### config.mk
export PLATFORM = sky130hd
export DESIGN_NAME = mips_register_writeback
export DESIGN_NICKNAME = d
export VERILOG_FILES = /design/src/rtl/mips_register_writeback.sv
export SDC_FILE = /design/constraint.sdc
export NUM_CORES = 2
export LEC_CHECK = 0
export ABC_AREA = 1
export CAP_MARGIN = 5
export CELL_PAD_IN_SITES_DETAIL_PLACEMENT = 1
export CELL_PAD_IN_SITES_GLOBAL_PLACEMENT = 1
export CORE_ASPECT_RATIO = 1.75
export CORE_UTILIZATION = 42
export DETAILED_ROUTE_END_ITERATION = 8
export GPL_TIMING_DRIVEN = 1
export PLACE_DENSITY = 0.82
export SYNTH_ARGS = -nofsm -noshare
export SYNTH_HDL_FRONTEND = slang
export SYNTH_SLANG_ARGS = --single-unit
### constraint.sdc
create_clock -name clock -period 3.2 [get_ports clock]
set_clock_uncertainty 0.2 [all_clocks]
set_input_delay 0.8 -clock clock [delete_from_list [all_inputs] [get_ports clock]]
set_output_delay 0.8 -clock clock [all_outputs]
set_load 0.1 [all_outputs]
### src/rtl/mips_register_writeback.sv
// MEM/WB stage register plus the 32x32 register file.
// One instruction is held in the stage. Its write address and write data are
// resolved from the held fields. Each held instruction commits to the array
// at most once, even while the stage is stalled. Both decode read ports see
// the pending write in the same cycle (write-through bypass).
//
// Handshake: in_valid qualifies in_* on any edge where stall is low. While
// stall is high the stage holds and in_* are ignored. flush kills whatever
// the stage would hold after the edge. There is no ready signal; the
// producer owns stall.
module mips_register_writeback #(
  parameter int DATA_WIDTH   = 32,
  parameter int ADDR_WIDTH   = 5,
  parameter int CLEAR_ON_RST = 1
) (
  input  logic                  clock,
  input  logic                  reset,
  input  logic                  in_valid,
  input  logic                  stall,
  input  logic                  flush,
  input  logic [ADDR_WIDTH-1:0] in_rt,
  input  logic [ADDR_WIDTH-1:0] in_rd,
  input  logic [DATA_WIDTH-1:0] in_pc,
  input  logic [DATA_WIDTH-1:0] in_alu,
  input  logic [DATA_WIDTH-1:0] in_mem,
  input  logic [1:0]            in_load_size,
  input  logic                  in_load_signed,
  input  logic [1:0]            in_write_addr_src,
  input  logic [1:0]            in_write_data_src,
  input  logic                  in_write_enable,
  input  logic [ADDR_WIDTH-1:0] rd1_addr,
  input  logic [ADDR_WIDTH-1:0] rd2_addr,
  output logic [DATA_WIDTH-1:0] rd1_data,
  output logic [DATA_WIDTH-1:0] rd2_data,
  output logic                  fwd_valid,
  output logic [ADDR_WIDTH-1:0] fwd_addr,
  output logic [DATA_WIDTH-1:0] fwd_data,
  output logic                  wb_valid
);

  localparam int NUM_REGS = 1 << ADDR_WIDTH;

  localparam logic [1:0] ASRC_RD  = 2'd1;
  localparam logic [1:0] ASRC_R31 = 2'd2;
  localparam logic [1:0] DSRC_MEM = 2'd1;
  localparam logic [1:0] DSRC_PC  = 2'd2;
  localparam logic [1:0] SIZE_HALF = 2'd1;
  localparam logic [1:0] SIZE_BYTE = 2'd2;

  // Held stage fields
  logic [ADDR_WIDTH-1:0] s_rt, s_rd;
  logic [DATA_WIDTH-1:0] s_pc, s_alu, s_mem;
  logic [1:0]            s_load_size, s_addr_src, s_data_src;
  logic                  s_load_signed, s_write_enable;
  logic                  committed;

  logic [DATA_WIDTH-1:0] regs [NUM_REGS];

  logic [ADDR_WIDTH-1:0] wr_addr;
  logic [DATA_WIDTH-1:0] wr_data;
  logic [DATA_WIDTH-1:0] lane;
  logic [7:0]            byte_val;
  logic [15:0]           half_val;
  logic                  pending;

  // Stage register: capture, hold, flush, and the committed flag
  always_ff @(posedge clock) begin
    if (reset) begin
      wb_valid       <= 1'b0;
      committed      <= 1'b0;
      s_rt           <= '0;
      s_rd           <= '0;
      s_pc           <= '0;
      s_alu          <= '0;
      s_mem          <= '0;
      s_load_size    <= '0;
      s_load_signed  <= 1'b0;
      s_addr_src     <= '0;
      s_data_src     <= '0;
      s_write_enable <= 1'b0;
    end else if (!stall) begin
      wb_valid       <= in_valid & ~flush;
      committed      <= 1'b0;
      s_rt           <= in_rt;
      s_rd           <= in_rd;
      s_pc           <= in_pc;
      s_alu          <= in_alu;
      s_mem          <= in_mem;
      s_load_size    <= in_load_size;
      s_load_signed  <= in_load_signed;
      s_addr_src     <= in_write_addr_src;
      s_data_src     <= in_write_data_src;
      s_write_enable <= in_write_enable;
    end else begin
      if (flush) wb_valid <= 1'b0;
      if (pending) committed <= 1'b1;
    end
  end

  // Write address and load-lane extraction
  always_comb begin
    wr_addr = s_rt;
    case (s_addr_src)
      ASRC_RD:  wr_addr = s_rd;
      ASRC_R31: wr_addr = ADDR_WIDTH'(NUM_REGS - 1);
      default:  wr_addr = s_rt;
    endcase
    lane     = s_mem >> {s_alu[1:0], 3'b000};
    byte_val = lane[7:0];
    half_val = s_alu[1] ? s_mem[31:16] : s_mem[15:0];
  end

  // Write data select, including sub-word zero/sign extension
  always_comb begin
    wr_data = s_alu;
    case (s_data_src)
      DSRC_PC:  wr_data = s_pc + DATA_WIDTH'(8);
      DSRC_MEM: begin
        case (s_load_size)
          SIZE_HALF: wr_data = {{16{half_val[15] & s_load_signed}}, half_val};
          SIZE_BYTE: wr_data = {{24{byte_val[7] & s_load_signed}}, byte_val};
          default:   wr_data = s_mem;
        endcase
      end
      default:  wr_data = s_alu;
    endcase
  end

  // Pending-write detection and forward outputs; a write in a reset cycle is dropped
  always_comb begin
    pending   = wb_valid & s_write_enable & (wr_addr != '0) & ~committed & ~reset;
    fwd_valid = pending;
    fwd_addr  = pending ? wr_addr : '0;
    fwd_data  = pending ? wr_data : '0;
  end

  // Register array: optional clear on reset, one write per pending cycle
  always_ff @(posedge clock) begin
    if (reset) begin
      if (CLEAR_ON_RST != 0) begin
        for (int i = 0; i < NUM_REGS; i++) regs[i] <= '0;
      end
    end else if (pending) begin
      regs[wr_addr] <= wr_data;
    end
  end

  // Read ports: r0 is hard zero, pending write bypasses the array
  always_comb begin
    rd1_data = regs[rd1_addr];
    rd2_data = regs[rd2_addr];
    if (rd1_addr == '0) rd1_data = '0;
    else if (fwd_valid && rd1_addr == fwd_addr) rd1_data = fwd_data;
    if (rd2_addr == '0) rd2_data = '0;
    else if (fwd_valid && rd2_addr == fwd_addr) rd2_data = fwd_data;
  end

endmodule

==> impl_metrics.ini <==
[run_status]
status = complete, but fails checks
violations = negative setup slack

[setup_path]
r2r_end = regs[22][20]
endpoint_kind = output port
r2r_cells = 17
startpoint_type = register
reg2reg_slack_ps = 0
worst-endpoint-required_ps = 2200
r2r-start = s_addr_src[0]
cp.arrival_ps = 3740
criticalPathCategory = reg -> out
cp_max_fo = 6

[route]
drt-met1-wl_um = 99700
viasPerCell = 6.36
wl_per_cell_um = 29.9
vias = 67400
routed-wl-met2_um = 148000
highest_layer = met5
drc = 0
routed_wl_um = 317000
dr.pass1.iters = 6
route.met3.wl_um = 33700
first_iter_violations = 7340
ant_nets = 0

[clocking]
cts_tree = done
htree_levels = 3
clk_pin_slew_worst_paths_ps = 80
cts.sinks = 1140
cts_made_buffers = 106
clockBufferDepth = 3
clk_latency_ps = 770
clock-root-buffer = clkbuf_16
holdBufCountCts = 0

[timing]
setup_ws_ps = -1540
setup_viol = 102
drv_slew = 0
fmax_mhz = 211
finalSetupTns_ps = -121490
period_share = 1.48
whs_ps = 287
worstMarginPinSlew_ps = 1030
hold_viol_final = 0
rsz0062_at_grt = true
fin_crit_ps = 4740
relSlewSlack = 0.314

[hold_path]
holdPathStages = 2
min_to = s_pc[31]
hold_start = s_pc[31]
hp-class = reg -> reg

[final_layout]
layout_common_cells = 2,005 x nand2_1, 1,245 x nor2_1, 1,037 x nand3_1, 1,024 x edfxtp_1, 602 x a21oi_1
seq_area_mm2 = 0.0331
fillers = 17200
instances_no_fill = 10600
layout_commonest_cell = nand2_1
drive_above_1_share = 0.187
area_growth_pct = 29.6
post-route-util = 0.549
multiInputGateArea_mm2 = 0.0284
final_nets = 8626

[floorplan]
dieHeight_um = 514
ios = 232
core_mm2 = 0.149
dieArea_mm2 = 0.152
die_w_um = 295
start_util = 0.424
rows = 187

[placed_design]
hpwlAfterDp_um = 205000
place_congestion = 1.03
portBuffers = 231
numPlacedInstances = 10300

[grt]
grt_max_degree = 77
grt_pass1_vias = 70600
grtUsageTotal = 0.404
gr-total-overflow = 0
antenna_found_initial = 28
grt_pass1_wl_um = 450000

[logic_synthesis]
yosysSeqAreaShare = 0.525
synth_top_area_share = 0.488
synth_edf_count = 1024
ys_warn_count = 0
ys_types = 39
yosys.area.top_type = edfxtp_1
synth-seq-cells = 1140
syn-cell-area_mm2 = 0.0630
postSynthAreaPerCell_um2 = 7.85
synthCells = 8025
ys_top_cells_by_area = edfxtp_1 49%, nand2_1 13%, nand3_1 8.7%, nor2_1 8.3%, a21oi_1 4.8%
synthArstFlopShare = 0
synth-main-ff-cell = edfxtp_1

[power]
peakVddDrop_mv = 0.465
powerDensity_mw_per_mm2 = 488
leakage_uw = 0.0321

[flow_run]
drv_cap = 0
critical path, cell delays in order (launching register included):
cell	delay, ps
dfxtp_2	350
ha_4	270
nor2_4	120
buf_6	150
nand2_4	90
nand2_8	100
buf_6	110
o21ai_1	90
nor2_1	260
o211ai_1	250
nor2_4	210
buf_12	160
nand2_8	130
buf_12	200
nand2_4	70
nand2_4	60
nor2_4	150
buf_12	190
repair_timing:
| action | in CTS | in global routing |
|---|---|---|
| setup buffers | 26 | 20 |
| pin swaps | 58 | 85 |
| gates cloned | 8 | 9 |
| resized for setup | 244 | 161 |
| setup endpoints to repair | 107 | 207 |
kinds of logic (layout without fill, tap and decap cells):
family | Yosys count | count (layout) | share of synthesized area
AOI/OAI and AO/OA | 1202 | 1202 | 0.103
other | 1 | 64 | 0.0000596
xor gates and xnor gates | 2 | 2 | 0.000278
adders and majority gates | 7 | 7 | 0.00139
DFF | 1140 | 1140 | 0.525
and+or+nand+nor | 4725 | 4726 | 0.308
buffers and inverters | 948 | 1472 | 0.0621
through the flow:
stage	worst slack [ps]	total power, uW	instance area (um2)
floorplan	-318	21800	64900
global placement	-711	25400	75700
detailed placement	-744	25600	75700
CTS	-1090	39300	80600
global route	-1570	40500	81600
finish	-1540	39800	81600
routing by layer:
metal	vias to the layer above	GRT usage
met5	-	0
met4	4	0.385
met3	1726	0.0886
met2	4850	0.661
met1	32900	0.427
li1	27900	-
sequential cells by signal, indices dropped and copies added (netlist names):
register	flops
committed	1
regs	1024
s_addr_src	2
s_alu	32
s_data_src	2
s_load_signed	1
s_load_size	2
s_mem	32
s_pc	32
s_rd	5
s_rt	5
s_write_enable	1
wb_valid	1
cell usage after synthesis (3+ instances only):
cell type	instances
a211oi_1	8
a21oi_1	603
a22oi_1	144
a31oi_1	49
buf_1	130
buf_2	245
buf_4	5
buf_6	3
clkbuf_1	328
dfxtp_1	116
edfxtp_1	1024
ha_1	7
inv_1	225
inv_2	9
nand2_1	2169
nand2_2	15
nand2_4	4
nand3_1	1090
nand4_1	7
nor2_1	1386
nor2_2	3
nor2_4	3
o211ai_1	14
o21ai_0	365
o21ai_1	11
o21bai_1	5
or2_2	39
where the power goes:
part           total (uW)  switching, uW  internal, uW
Clock               13800           6190          7580
Sequential          17100            359         16700
Combinational        8950           6090          2860
area by class of cell:
cell class                 instances  share of cell area
timing repair buffer            1036               0.158
inverter                         237              0.0128
clock buffer                     122              0.0343
antenna                           32            0.000982
sequential                      1140               0.406
multi-input combinational       5969               0.348
tap                             1984              0.0304
clock inverter                    77              0.0103
how the worst max path moves through the flow:
stage,start,to,slack (ps),cells past startpoint
after global placement,rd1_addr[0],rd1_data[27],-710,15
after global routing,s_addr_src[1],rd1_data[15],-1570,17
after floorplan,s_addr_src[0],rd1_data[11],-320,13
after detailed placement,rd1_addr[0],rd1_data[27],-740,15
after CTS,s_addr_src[0],rd2_data[6],-1090,18
final,s_addr_src[1],rd1_data[15],-1540,17
(Power assumes the default switching activity.)
